$ cat config.mk
export PLATFORM = sky130hd
export DESIGN_NAME = mapper_burst_ctrl
export DESIGN_NICKNAME = d
export VERILOG_FILES = /design/src/rtl/mapper_pkg.sv /design/src/rtl/mapper_slot_cnt.sv /design/src/rtl/mapper_burst_ctrl.sv
export SDC_FILE = /design/constraint.sdc
export NUM_CORES = 1
export LEC_CHECK = 0
export ABC_AREA = 1
export BUFFER_PORTS_ARGS = -buffer_cell sky130_fd_sc_hd__buf_2
export CAP_MARGIN = 30
export CELL_PAD_IN_SITES_DETAIL_PLACEMENT = 1
export CELL_PAD_IN_SITES_GLOBAL_PLACEMENT = 1
export CORE_MARGIN = 3
export CORE_UTILIZATION = 40
export CTS_CLUSTER_SIZE = 8
export DETAILED_ROUTE_END_ITERATION = 10
export PLACE_DENSITY = 0.78
export SYNTH_ARGS = -nofsm -noshare
export SYNTH_HDL_FRONTEND = slang
export SYNTH_SLANG_ARGS = --single-unit
$ cat constraint.sdc
create_clock -name clk -period 2.13 [get_ports clk]
set_clock_uncertainty 0.1 [all_clocks]
set_input_delay 0.3195 -clock clk [delete_from_list [all_inputs] [get_ports clk]]
set_output_delay 0.3195 -clock clk [all_outputs]
set_load 0.005 [all_outputs]
$ cat src/rtl/mapper_pkg.sv
// Shared types and constants for the 256-OFDM mapper burst sequencer.
// bpc() gives coded bits per carrier for a WiMAX rate_id.
package mapper_pkg;

  typedef logic [4:0] rate_id_t;

  localparam rate_id_t RATE_ID_MAX  = 5'd6;
  localparam int       DATA_CAR_256 = 192;
  localparam int       PILOT_SP_256 = 25;

  typedef enum logic [1:0] {
    IDLE  = 2'd0,
    RUN   = 2'd1,
    FLUSH = 2'd2,
    DONE  = 2'd3
  } state_t;

  function automatic logic [2:0] bpc(input rate_id_t rid);
    logic [2:0] b;
    case (rid)
      5'd0:       b = 3'd1;
      5'd1, 5'd2: b = 3'd2;
      5'd3, 5'd4: b = 3'd4;
      default:    b = 3'd6;
    endcase
    return b;
  endfunction

endpackage

$ cat src/rtl/mapper_slot_cnt.sv
// Slot index within an OFDM symbol: wraps after SLOTS-1, flags first/last slot and pilot slots.
// Strobes are combinational with the current slot and only asserted while active.
module mapper_slot_cnt
  import mapper_pkg::*;
#(
  parameter int SLOTS    = DATA_CAR_256,
  parameter int PILOT_SP = PILOT_SP_256,
  parameter bit PILOT_EN = 1'b0
) (
  input  logic       clk,
  input  logic       reset,
  input  logic       active,
  input  logic       adv,
  input  logic       clear,
  output logic [7:0] car_idx,
  output logic       sym_start,
  output logic       sym_end,
  output logic       pilot_slot
);

  localparam logic [7:0] LAST = 8'(SLOTS - 1);
  localparam logic [7:0] SP   = 8'(PILOT_SP);
  localparam logic [7:0] HALF = 8'(PILOT_SP / 2);

  always_ff @(posedge clk or posedge reset) begin
    if (reset) begin
      car_idx <= '0;
    end else if (clear) begin
      car_idx <= '0;
    end else if (adv) begin
      car_idx <= (car_idx == LAST) ? 8'd0 : car_idx + 8'd1;
    end
  end

  assign sym_start  = active & (car_idx == 8'd0);
  assign sym_end    = active & (car_idx == LAST);
  // Without pilots PILOT_EN folds this to a constant 0.
  assign pilot_slot = active & PILOT_EN & ((car_idx % SP) == HALF);

endmodule

$ cat src/rtl/mapper_burst_ctrl.sv
// Burst sequencer for const_mapping: admits exactly the coded bits a burst needs and paces carriers downstream.
// Backpressure passes straight through (src_ready/map_out_ready); MAPCTL_PILOT_EN inserts pilot slots.
module mapper_burst_ctrl
  import mapper_pkg::*;
#(
  parameter int IN_BITS  = 2,
  parameter int SYM_W    = 8,
  parameter int DATA_CAR = DATA_CAR_256,
  parameter int PILOT_SP = PILOT_SP_256
) (
  input  logic             clk,
  input  logic             reset,
  input  logic             cfg_valid,
  output logic             cfg_ready,
  input  logic [4:0]       cfg_rate_id,
  input  logic [SYM_W-1:0] cfg_num_sym,
  output logic             cfg_err,
  input  logic             src_valid,
  output logic             src_ready,
  output logic             map_in_valid,
  input  logic             map_ready,
  output logic [4:0]       map_rate_id,
  input  logic             map_out_valid,
  output logic             map_out_ready,
  input  logic             dn_ready,
  output logic [7:0]       car_idx,
  output logic             sym_start,
  output logic             sym_end,
  output logic             pilot_slot,
  output logic             burst_done,
  output logic             busy
);

`ifdef MAPCTL_PILOT_EN
  localparam bit PILOT_EN = 1'b1;
`else
  localparam bit PILOT_EN = 1'b0;
`endif

  localparam int SLOTS = PILOT_EN ? DATA_CAR + DATA_CAR / (PILOT_SP - 1) : DATA_CAR;
  localparam int BL_W  = SYM_W + 11;
  localparam int CL_W  = SYM_W + 8;

  localparam logic [BL_W-1:0] IN_BITS_W = BL_W'(IN_BITS);
  localparam logic [CL_W-1:0] CAR_ONE   = CL_W'(1);

  state_t          state;
  logic [BL_W-1:0] bits_left;
  logic [CL_W-1:0] car_left;
  logic [BL_W-1:0] bits_init;
  logic [CL_W-1:0] car_init;
  logic [BL_W-1:0] bits_nxt;
  logic            admit_en;
  logic            drain;
  logic            src_fire;
  logic            car_fire;
  logic            slot_adv;
  logic            cfg_fire;

  assign admit_en  = (state == RUN);
  assign drain     = (state == RUN) || (state == FLUSH);
  assign cfg_ready = (state == IDLE);
  assign busy      = (state != IDLE);
  assign burst_done = (state == DONE);

  assign src_ready     = map_ready & admit_en;
  assign map_in_valid  = src_valid & admit_en;
  assign map_out_ready = dn_ready & drain & ~pilot_slot;

  assign cfg_fire = cfg_valid & cfg_ready;
  assign src_fire = src_valid & src_ready;
  assign car_fire = map_out_valid & map_out_ready;
  // Pilot slots carry no mapper output, so they advance on downstream readiness alone.
  assign slot_adv = drain & (pilot_slot ? dn_ready : car_fire);

  assign car_init  = CL_W'(cfg_num_sym) * CL_W'(DATA_CAR);
  assign bits_init = BL_W'(car_init) * BL_W'(bpc(cfg_rate_id));
  // A final partial beat is admitted whole; the mapper discards the surplus bits.
  assign bits_nxt  = (bits_left > IN_BITS_W) ? bits_left - IN_BITS_W : '0;

  always_ff @(posedge clk or posedge reset) begin
    if (reset) begin
      state       <= IDLE;
      bits_left   <= '0;
      car_left    <= '0;
      map_rate_id <= '0;
      cfg_err     <= 1'b0;
    end else begin
      cfg_err <= 1'b0;
      case (state)
        IDLE: begin
          if (cfg_valid) begin
            if (cfg_rate_id > RATE_ID_MAX) begin
              cfg_err <= 1'b1;
            end else begin
              map_rate_id <= cfg_rate_id;
              if (cfg_num_sym == '0) begin
                state <= DONE;
              end else begin
                bits_left <= bits_init;
                car_left  <= car_init;
                state     <= RUN;
              end
            end
          end
        end
        RUN, FLUSH: begin
          if (src_fire) bits_left <= bits_nxt;
          if (car_fire) car_left <= car_left - CAR_ONE;
          if (car_fire && car_left == CAR_ONE) begin
            state <= DONE;
          end else if (state == RUN && src_fire && bits_nxt == '0) begin
            state <= FLUSH;
          end
        end
        DONE: state <= IDLE;
        default: state <= IDLE;
      endcase
    end
  end

  mapper_slot_cnt #(
    .SLOTS    (SLOTS),
    .PILOT_SP (PILOT_SP),
    .PILOT_EN (PILOT_EN)
  ) u_slot_cnt (
    .clk        (clk),
    .reset      (reset),
    .active     (drain),
    .adv        (slot_adv),
    .clear      (cfg_fire),
    .car_idx    (car_idx),
    .sym_start  (sym_start),
    .sym_end    (sym_end),
    .pilot_slot (pilot_slot)
  );

endmodule

==> flow_summary_export.csv, run 1 <==
group,metric,value,unit
timing,tightestPinTransition,726,ps
critical_path,rr_worst_depth,10,
die,num_io_pins,43,
cells_and_area,fin_util,0.643,
logic_synthesis,yosysWarnings,0,
drt,routed_via_density,5.98,
logic_synthesis,async_flop_share,1.00,
clock_network,cts_tree,"built",
power,peakVddDrop,0.843,mV
timing,slew_headroom,0.516,
clock_network,cts_root_buffer,"clkbuf_16",
cells_and_area,most-common-layout-cells,"118 x buf_4, 106 x nand2_1, 82 x inv_1, 43 x nor2_1, 43 x dfrtp_1",
cells_and_area,drive_gt1_frac,0.466,
global_routing,grt_pass1_wl,32.0,mm
timing,finalHoldViolCount,0,
critical_path,cp_max_fo,4,
drt,routed.top_layer,"met4",
global_routing,grt_util_all_layers,0.312,
critical_path,worstSetupPathType,"input pin to flop",
clock_network,clk_pin_slew,70,ps
logic_synthesis,syn_inst,653,
logic_synthesis,synth_ff_type,"dfrtp_1",
clock_network,clk_latency,310,ps
timing,worst_slack,-1420,ps
global_routing,antenna_found_initial,1,
critical_path,crit_path_start,"cfg_num_sym[1]",
timing,finalCritPeriodShare,1.67,
logic_synthesis,syn_area_per_cell,7.10,um^2
clock_network,h-tree-depth,2,
placed_design,hpwl,12.3,mm
critical_path,crit-reg2reg-capture,"state[0]",
drt,drcViolationCount,0,
placed_design,io_buffers,41,
drt,drt_wl_total,24.1,mm
die,fp-row-count,38,
global_routing,grt_start_max_net_pins,52,
critical_path,end_kind,"flop",
placed_design,preCtsSetupSlack,-1570,ps
clock_network,numClockSinks,51,
critical_path,crit_end,"bits_left[17]",
critical_path,required,2250,ps
hold_path,hold_path.class,"input pin to asynchronous set/reset pin",
timing,min_period,3550,ps
critical_path,reg2reg_from,"car_left[6]",
power,powerDensity,1330,mW/mm^2
timing,setup_viol,17,
global_routing,grt_pass1_vias,6035,
logic_synthesis,syn_area,0.00464,mm^2
drt,drt_iter0_drc,333,
power,p_leak,3.52,nW
drt,drt-pass1-iter-count,5,
logic_synthesis,ys_ff_latch,51,
run,cap_violations,0,
critical_path,cp_slowest_cell,"fa_2",
timing,max_freq,282,MHz
critical_path,startpoint_type,"input pin",
placed_design,place_congestion,0.872,
cells_and_area,fillers,1318,
logic_synthesis,syn-num-nets,717,
cells_and_area,final_common_cell,"buf_4",
timing,finalSetupTns,-12990,ps
die,dieArea,0.0129,mm^2
cells_and_area,syn_to_final_growth,53.6,%
die,fp.dieH,114,um
drt,vias,5799,
logic_synthesis,synth_cell_types,51,
critical_path,slowest_delay,390,ps
timing,rsz0062_at_grt,"yes",
logic_synthesis,synth_edf_count,0,
status,violations,"negative setup slack",
die,die_w,114,um
die,initial_core_util,0.419,
critical_path,worstPathArrival,3670,ps
timing,maxSlewViolCount,0,
drt,wire_per_inst,24.9,um
drt,ant_nets,0,
critical_path,path_cells,"buf_8, ha_4, fa_2, nand3_2, nand2_2, nand2_4, nand2_4, a21oi_4, buf_6, inv_2, a21oi_4, buf_4, nor2_1, ha_1, ha_1, a21oi_1, nand4_1, a21oi_1, o21ai_1, a22oi_1",
drt,wl_met1,8.84,mm
drt,route.met2.wl,12.3,mm
global_routing,gr-total-overflow,0,
cells_and_area,layout.nets,893,
logic_synthesis,ys_seq_area_frac,0.275,
drt,met3_length,1.38,mm
status,status,"finished, violations left",
critical_path,rrSetupSlack,-390,ps
clock_network,cts_made_buffers,5,
clock_network,clockBufferDepth,2,
clock_network,holdBufCountCts,0,
die,core-area,0.0111,mm^2
## stage by stage
step / area [um^2] / total power, W / std cells / hold WS (ps)
after floorplan: 4760 / 0.00446 / 653 / 335
after global placement: 5860 / 0.00606 / 922 / 347
after detailed placement: 5860 / 0.00631 / 922 / 354
after CTS: 6580 / 0.00790 / 959 / 134
after global routing: 7120 / 0.00993 / 970 / 163
final: 7120 / 0.00950 / 970 / 109
## flip-flops by register name (all words and copies together) (netlist names)
| register | count |
|---|---|
| bits_left | 19 |
| car_left | 16 |
| u_slot_cnt.car_idx | 8 |
| map_rate_id | 5 |
| state | 2 |
| cfg_err | 1 |
## how the worst min path moves through the flow
stage / end / slack, ps / cells after the start
after detailed placement: map_rate_id[4] / 350 / 2
after global routing: bits_left[1] / 160 / 3
after floorplan: car_left[5] / 330 / 1
final: u_slot_cnt.car_idx[2] / 110 / 3
after CTS: u_slot_cnt.car_idx[2] / 130 / 3
after global placement: car_left[5] / 350 / 1
## critical path, delay by kind of cell
| kind | cells | cell delay, ps |
|---|---|---|
| AOI/OAI and AO/OA | 6 | 1050 |
| adders and majority gates | 4 | 1240 |
| buffers and inverters | 4 | 450 |
| and+or+nand+nor | 6 | 610 |
## power by group
part | internal, W | leakage (nW) | total, W | switching, W
registers | 0.00133 | 0.641 | 0.00182 | 0.000485
logic | 0.00271 | 2.80 | 0.00671 | 0.00400
clock network | 0.000550 | 0.0759 | 0.000968 | 0.000418
## synth_stat cells, types with 4 or more instances
cell type | instances | area [um^2]
ha_1 | 34 | 425
nand3_1 | 39 | 195
nor2_1 | 61 | 229
dfrtp_1 | 51 | 1280
o21ai_0 | 37 | 185
nor3_1 | 11 | 55.1
nor2_2 | 11 | 68.8
o211ai_1 | 4 | 30.0
a31oi_1 | 5 | 31.3
nand4_1 | 8 | 50.1
xor2_1 | 15 | 131
a31oi_2 | 4 | 50.1
fa_1 | 10 | 200
nand2_1 | 150 | 563
inv_1 | 109 | 409
nand2_2 | 4 | 25.0
o22ai_1 | 4 | 25.0
a21oi_1 | 38 | 190
## layer usage
layer,vias up,track usage
met1,2869,0.356
met3,147,0.0446
met4,0,0.136
met2,333,0.574
met5,-,0
li1,2450,-
## logic make-up (layout without fill, tap and decap cells)
group / count (synthesis) / count (layout) / share of synthesized area
fa+ha+maj: 44 / 44 / 0.135
flops: 51 / 51 / 0.275
other cells: 1 / 2 / 0.000809
buf+inv: 120 / 296 / 0.106
mux: 3 / 3 / 0.00728
compound gates: 112 / 112 / 0.148
simple gates: 304 / 304 / 0.294
xor+xnor: 18 / 18 / 0.0340
## area by class of cell
type | instances | area [um^2] | share of cell area
timing repair buffer | 177 | 1390 | 0.195
tap | 140 | 175 | 0.0246
antenna | 1 | 2.50 | 0.000351
multi-input combinational | 482 | 3670 | 0.515
sequential | 51 | 1290 | 0.181
clock inverter | 2 | 37.5 | 0.00527
clock buffer | 5 | 125 | 0.0176
inverter | 112 | 439 | 0.0617
## repair_timing
| item | in CTS | in global routing |
|---|---|---|
| setup buffers | 30 | 24 |
| gates resized for setup | 90 | 130 |
| pin swaps | 53 | 57 |
| endpoints found under the setup margin | 30 | 35 |
| endpoints found under the hold margin | 0 | 0 |
(Power assumes the default switching activity.)
==> run 2: changes to the inputs <==
--- a/config.mk
+++ b/config.mk
@@ -5,16 +5,16 @@
 export SDC_FILE = /design/constraint.sdc
 export NUM_CORES = 1
 export LEC_CHECK = 0
-export ABC_AREA = 1
 export BUFFER_PORTS_ARGS = -buffer_cell sky130_fd_sc_hd__buf_2
 export CAP_MARGIN = 30
 export CELL_PAD_IN_SITES_DETAIL_PLACEMENT = 1
 export CELL_PAD_IN_SITES_GLOBAL_PLACEMENT = 1
 export CORE_MARGIN = 3
-export CORE_UTILIZATION = 40
+export CORE_UTILIZATION = 41
 export CTS_CLUSTER_SIZE = 8
 export DETAILED_ROUTE_END_ITERATION = 10
-export PLACE_DENSITY = 0.78
+export PLACE_DENSITY = 0.77
 export SYNTH_ARGS = -nofsm -noshare
 export SYNTH_HDL_FRONTEND = slang
 export SYNTH_SLANG_ARGS = --single-unit
+export TNS_END_PERCENT = 5
==> run 2 against run 1 <==
  * The run still ends with negative setup slack left
  * Critical path depth shrank 2
  * Final area shrank 8.9%
  * Clock-buffer cell count is the same
  * Combinational power shrank 6.9%
  * Die area shrank 8.0%
  * Final cell count shrank 11%
  * Core utilization grew 0.31 points
  * Register-to-register slack lost 80 ps
  * Clock power shrank 31%
  * Non-clock buffer count grew 41
  * Hold slack gained 120 ps
==> flow_summary_export.csv, run 2 <==
group,metric,value,unit
drt,drt-pass1-iter-count,4,
placed_design,place_congestion,0.875,
timing,finalSetupTns,-19500,ps
logic_synthesis,synth_compound_area_frac,0.175,
clock_network,clk_pin_slew,130,ps
power,p_switching,0.00421,W
cells_and_area,drive_gt1_frac,0.422,
critical_path,cp.buffers_inverters,3,
timing,max_freq,258,MHz
timing,min_period,3870,ps
timing,maxSlewViolCount,0,
critical_path,worstPathArrival,3980,ps
drt,drt_wl_total,21.4,mm
global_routing,gr-total-overflow,0,
logic_synthesis,yosysMostFrequentCell,"nand2_1",
status,status,"finished, violations left",
clock_network,cts_tree,"built",
die,num_io_pins,43,
die,core-area,0.0100,mm^2
cells_and_area,largest_register_ffs,19,
drt,routed_via_density,6.16,
power,p_int,0.00437,W
clock_network,cts_root_buffer,"clkbuf_8",
hold_path,hold_path.class,"input pin to flop",
placed_design,place_inst,852,
logic_synthesis,syn_area_per_cell,8.33,um^2
clock_network,numClockSinks,51,
cells_and_area,regMostFlops,"bits_left",
logic_synthesis,syn-num-nets,586,
logic_synthesis,synthAdderAreaFrac,0.144,
timing,setup_viol,44,
logic_synthesis,syn_area,0.00435,mm^2
timing,tightestPinTransition,551,ps
drt,wire_per_inst,24.7,um
timing,worst_slack,-1740,ps
die,fp.dieH,109,um
clock_network,h-tree-depth,2,
cells_and_area,layout.nets,795,
logic_synthesis,synthMuxAreaShare,0.0178,
global_routing,grt_util_all_layers,0.315,
critical_path,cp_max_fo,4,
critical_path,path_cells,"buf_8, buf_4, fa_2, a21o_1, a21oi_2, o21bai_1, a21o_1, xor2_2, nand2_1, fa_1, inv_1, ha_4, or2_2, a21o_1, o31ai_4, o21ai_1, a21oi_1, o21ai_0",
cells_and_area,fillers,1199,
critical_path,end_kind,"flop",
die,die_w,109,um
global_routing,grt_start_max_net_pins,32,
power,p_sw_frac,0.490,
power,powerDensity,1320,mW/mm^2
die,dieArea,0.0119,mm^2
logic_synthesis,ys_seq_area_frac,0.293,
global_routing,grt_pass1_wl,29.1,mm
logic_synthesis,ys_ff_latch,51,
logic_synthesis,synth_top_family_by_area,"simple AND/OR/NAND/NOR gates",
critical_path,path_common_cell,"a21o_1",
timing,finalCritPeriodShare,1.82,
power,p_leak,3.17,nW
die,initial_core_util,0.433,
critical_path,worstSetupPathType,"input pin to flop",
logic_synthesis,yosysWarnings,0,
logic_synthesis,synthXorXnorAreaFrac,0.0604,
timing,slew_headroom,0.629,
critical_path,required,2240,ps
cells_and_area,top_regs,"bits_left (19), car_left (16), u_slot_cnt.car_idx (8)",
global_routing,antenna_found_initial,0,
clock_network,clockBufferDepth,2,
cells_and_area,diodes,0,
clock_network,clk_latency,350,ps
run,cap_violations,0,
global_routing,grt_pass1_vias,5605,
drt,ant_nets,0,
timing,finalHoldViolCount,0,
power,peakVddDrop,0.604,mV
logic_synthesis,synth-simple-area-share,0.251,
critical_path,startpoint_type,"input pin",
die,fp-row-count,36,
status,violations,"negative setup slack",
cells_and_area,final_cells,865,
logic_synthesis,syn_inst,522,
cells_and_area,fin_util,0.646,
drt,drt_iter0_drc,526,
logic_synthesis,yosysTopAreaCellShare,0.293,
logic_synthesis,synth_edf_count,0,
critical_path,cp_slowest_cell,"fa_1",
cells_and_area,most-common-layout-cells,"172 x buf_4, 54 x nand2_1, 48 x dfrtp_1, 44 x inv_1, 40 x nor2_1",
logic_synthesis,yosys.area.top_type,"dfrtp_1",
drt,drcViolationCount,0,
cells_and_area,final_common_cell,"buf_4",
critical_path,cp_top_family,"compound AO/OA/AOI/OAI gates",
logic_synthesis,synth_ff_type,"dfrtp_1",
critical_path,slowest_delay,530,ps
timing,rsz0062_at_grt,"yes",
cells_and_area,syn_to_final_growth,49.2,%
clock_network,cts_made_buffers,5,
power,clockPowerShare,0.078,
logic_synthesis,synth_cell_types,68,
drt,vias,5326,
placed_design,io_buffers,41,
logic_synthesis,async_flop_share,1.00,
power,pwr-share-comb,0.728,
placed_design,hpwl,13.1,mm
power,seq_power_share,0.194,
logic_synthesis,ys_top_cells_by_area,"dfrtp_1 29%, ha_1 9.8%, nand2_1 5.3%, fa_1 4.6%, o21ai_0 4.3%",
logic_synthesis,synth_common_cells,"61 x nand2_1, 51 x dfrtp_1, 47 x inv_1",
[run 2: cells by family after synthesis]
| group | after synthesis |
|---|---|
| and+or+nand+nor | 208 |
| buffers and inverters | 63 |
| AOI/OAI and AO/OA | 118 |
| adders and majority gates | 44 |
| xor gates and xnor gates | 30 |
| muxes | 7 |
| other | 1 |
| DFF | 51 |
[run 2: power by group through the flow]
stage | Sequential, W | Combinational [W] | Clock [W]
5_1_grt | 0.00168 | 0.00656 | 0.000693
6_report | 0.00166 | 0.00625 | 0.000670
3_3_place_gp | 0.00157 | 0.00492 | 0
4_1_cts | 0.00160 | 0.00562 | 0.000631
2_1_floorplan | 0.00159 | 0.00261 | 0
3_5_place_dp | 0.00160 | 0.00525 | 0
[run 2: path summary, 6_finish.rpt]
kind | endpoint | from | depth (start not counted) | slack (ps)
setup / recovery | bits_left[18] | cfg_num_sym[1] | 18 | -1740
hold / removal | cfg_err | cfg_valid | 3 | 230
setup reg to reg | state[0] | bits_left[14] | 7 | -470
hold reg to reg | map_rate_id[3] | map_rate_id[3] | 1 | 450
max in group asynchronous | bits_left[4] | reset | 4 | 880
min in group asynchronous | state[0] | reset | 3 | 430
[run 2: worst register-to-register path: stages, from the launching register on]
cell and delay (ps):
dfrtp_1 450, nor4_2 440, nand2_1 200, nor3_1 310
xnor2_1 210, nand4_1 130, a211o_1 360, mux2_4 310
[run 2: timing repair]
| action | 4_1_cts | 5_1_grt |
|---|---|---|
| hold buffers | 1 | 0 |
| endpoints found under the setup margin | 37 | 44 |
| setup buffers | 2 | 2 |
| pin swaps | 20 | 23 |
| gates resized for setup | 42 | 39 |
| endpoints found under the hold margin | 20 | 0 |
[run 2: final cells by class]
cell class	count	area (um^2)	share of cell area
flip-flops and latches	51	1280	0.197
clock inverters	3	22.5	0.00347
repair buffers	218	1600	0.246
well taps	133	166	0.0256
inverters	47	176	0.0272
multi-input cells	408	3180	0.490
clock buffers	5	68.8	0.0106
[run 2: routing by layer]
metal | wire, um | up-vias | global-route usage
met5 | 0 | - | 0.00446
met4 | 1280 | 0 | 0.142
met3 | 1420 | 122 | 0.0551
met2 | 10700 | 315 | 0.575
met1 | 7990 | 2646 | 0.357
li1 | - | 2243 | -
[run 2: metrics by stage]
stage	hold WS [ps]	instance area, um^2	setup slack [ps]	total power (W)
2_1_floorplan	370	4400	-1520	0.00420
4_1_cts	214	6310	-1640	0.00785
3_3_place_gp	263	6020	-1810	0.00649
6_report	228	6490	-1740	0.00859
3_5_place_dp	279	6020	-2090	0.00685
5_1_grt	240	6490	-1920	0.00894
==> run 3: changes to the inputs <==
--- a/config.mk
+++ b/config.mk
@@ -13,7 +13,7 @@
 export CORE_UTILIZATION = 41
 export CTS_CLUSTER_SIZE = 8
 export DETAILED_ROUTE_END_ITERATION = 10
-export PLACE_DENSITY = 0.77
+export PLACE_DENSITY = 0.83
 export SYNTH_ARGS = -nofsm -noshare
 export SYNTH_HDL_FRONTEND = slang
 export SYNTH_SLANG_ARGS = --single-unit
==> run 3 against run 2 <==
  * The run still ends with negative setup slack left
  * Via count rose by 9.8%
  * Worst setup slack got worse by 150 ps
  * Power rose by 12%
  * Clock-buffer cell count did not move
  * Maximum frequency fell by 3.7%
  * Register-to-register slack got worse by 290 ps
  * Final cell count rose by 0.23%
  * Sequential power rose by 4%
==> flow_summary_export.csv, run 3 (synthesis results as in run 2) <==
group,metric,value,unit
placed_design,preCtsSetupSlack,-2140,ps
placed_design,hpwl,13.8,mm
global_routing,grt_pass1_wl,33.1,mm
timing,setup_viol,35,
global_routing,grt_pass1_vias,5986,
clock_network,cts_root_buffer,"clkbuf_8",
clock_network,cts_made_buffers,5,
die,fp-row-count,36,
die,num_io_pins,43,
critical_path,required,2260,ps
placed_design,io_buffers,41,
cells_and_area,largest_register_ffs,19,
cells_and_area,fillers,1156,
cells_and_area,drive_gt1_frac,0.447,
cells_and_area,layout.nets,797,
cells_and_area,syn_to_final_growth,53.5,%
critical_path,startpoint_type,"input pin",
timing,finalHoldViolCount,0,
clock_network,h-tree-depth,2,
critical_path,rrSetupSlack,-760,ps
drt,drcViolationCount,0,
timing,rsz0062_at_grt,"yes",
drt,wire_per_inst,30.0,um
power,peakVddDrop,0.585,mV
cells_and_area,top_regs,"bits_left (19), car_left (16), u_slot_cnt.car_idx (8)",
timing,slew_headroom,0.634,
global_routing,grt_util_all_layers,0.367,
die,dieArea,0.0119,mm^2
timing,finalCritPeriodShare,1.89,
cells_and_area,final_common_cell,"buf_4",
timing,worst_slack,-1890,ps
power,power,0.00958,W
hold_path,min_delay_worst_endpoint,"cfg_err",
clock_network,clockBufferDepth,2,
hold_path,hold_path.class,"input pin to flop",
global_routing,antenna_found_initial,0,
die,fp.dieH,109,um
timing,min_period,4020,ps
drt,drt_iter0_drc,762,
cells_and_area,diodes,0,
global_routing,gr-total-overflow,0,
power,p_leak,3.20,nW
power,powerDensity,1430,mW/mm^2
critical_path,worstSetupPathType,"input pin to flop",
critical_path,reg2reg_from,"bits_left[1]",
cells_and_area,most-common-layout-cells,"173 x buf_4, 50 x nand2_1, 46 x dfrtp_1, 42 x inv_1, 40 x nor2_1",
critical_path,end_kind,"flop",
timing,hold_ws,286,ps
critical_path,crit_path_start,"cfg_num_sym[1]",
clock_network,cts_tree,"built",
hold_path,whs_path_depth,3,
cells_and_area,multi_input_area,0.00332,mm^2
drt,drt-pass1-iter-count,6,
clock_network,numClockSinks,51,
hold_path,min_from,"cfg_valid",
placed_design,place_congestion,0.898,
status,violations,"negative setup slack",
status,status,"finished, violations left",
drt,drt_wl_total,26.0,mm
run,cap_violations,0,
clock_network,clk_latency,340,ps
cells_and_area,regMostFlops,"bits_left",
timing,tightestPinTransition,541,ps
timing,maxSlewViolCount,0,
critical_path,worstPathArrival,4150,ps
die,die_w,109,um
timing,max_freq,249,MHz
critical_path,crit-reg2reg-capture,"state[1]",
clock_network,clk_pin_slew,100,ps
drt,vias,5848,
cells_and_area,seq_area,0.00128,mm^2
die,initial_core_util,0.433,
critical_path,cp_max_fo,4,
drt,ant_nets,0,
critical_path,rr_worst_depth,11,
die,core-area,0.0100,mm^2
drt,routed_via_density,6.75,
global_routing,grt_start_max_net_pins,32,
run 3: cell types whose count changed in the layout (fill, tap and decap cells not counted), moves of 3 or more:
| cell | before | now |
|---|---|---|
| o21ai_1 | 7 | 16 |
| buf_6 | 2 | 5 |
| a21oi_2 | 6 | 3 |
| nand2_2 | 9 | 12 |
| o21ai_0 | 29 | 19 |
| ha_1 | 26 | 23 |
| nand2_1 | 54 | 50 |
run 3: worst max-delay path by stage:
stage	to	slack [ps]	depth (start not counted)
global route	bits_left[18]	-1990	19
global placement	bits_left[17]	-1810	16
finish	bits_left[16]	-1890	19
CTS	bits_left[15]	-1630	16
detailed placement	bits_left[18]	-2140	17
floorplan	bits_left[16]	-1520	16
run 3: layer usage:
layer	track usage	up-vias	part of all wire
li1	-	2248	-
met1	0.409	2832	0.33
met5	0	-	0
met4	0.206	0	0.10
met2	0.652	540	0.46
met3	0.0699	228	0.10
run 3: stage by stage:
stage	util	TNS, ps	instance area, um^2	cells
floorplan	-	-14770	4400	522
global placement	0.598	-20250	6010	852
detailed placement	0.598	-25860	6010	852
CTS	0.632	-15130	6340	862
global route	0.665	-21710	6680	867
finish	0.665	-19940	6680	867
run 3: final cells by class:
class	instances	share of cell area
repair buffers	220	0.243
clock buffers	5	0.0103
clock inverters	3	0.00693
flip-flops and latches	51	0.192
well taps	133	0.0249
inverters	47	0.0264
multi-input cells	408	0.497
run 3: power by group:
part | switching [W] | total, W | internal (W) | leakage (nW)
clock network | 0.000409 | 0.000764 | 0.000355 | 0.0548
registers | 0.000424 | 0.00172 | 0.00130 | 0.647
logic | 0.00400 | 0.00709 | 0.00309 | 2.50
run 3: critical path, cell delays in order:
cell and delay, ps:
buf_6 110, ha_4 170, fa_2 390, a21o_1 200, a21oi_2 190, o21bai_1 110
a21o_1 210, xor2_2 270, buf_4 160, nand2_1 70, fa_1 520, inv_1 80
ha_4 230, or2_2 310, a21o_1 200, o31ai_4 80, xor2_1 260, o221ai_2 150
o21a_1 120
run 3: what timing repair did:
item | in CTS | in global routing
setup buffers | 1 | 5
hold endpoints to repair | 20 | 0
gates resized for setup | 58 | 70
pin swaps | 9 | 35
hold buffers | 1 | 0
endpoints found under the setup margin | 39 | 38
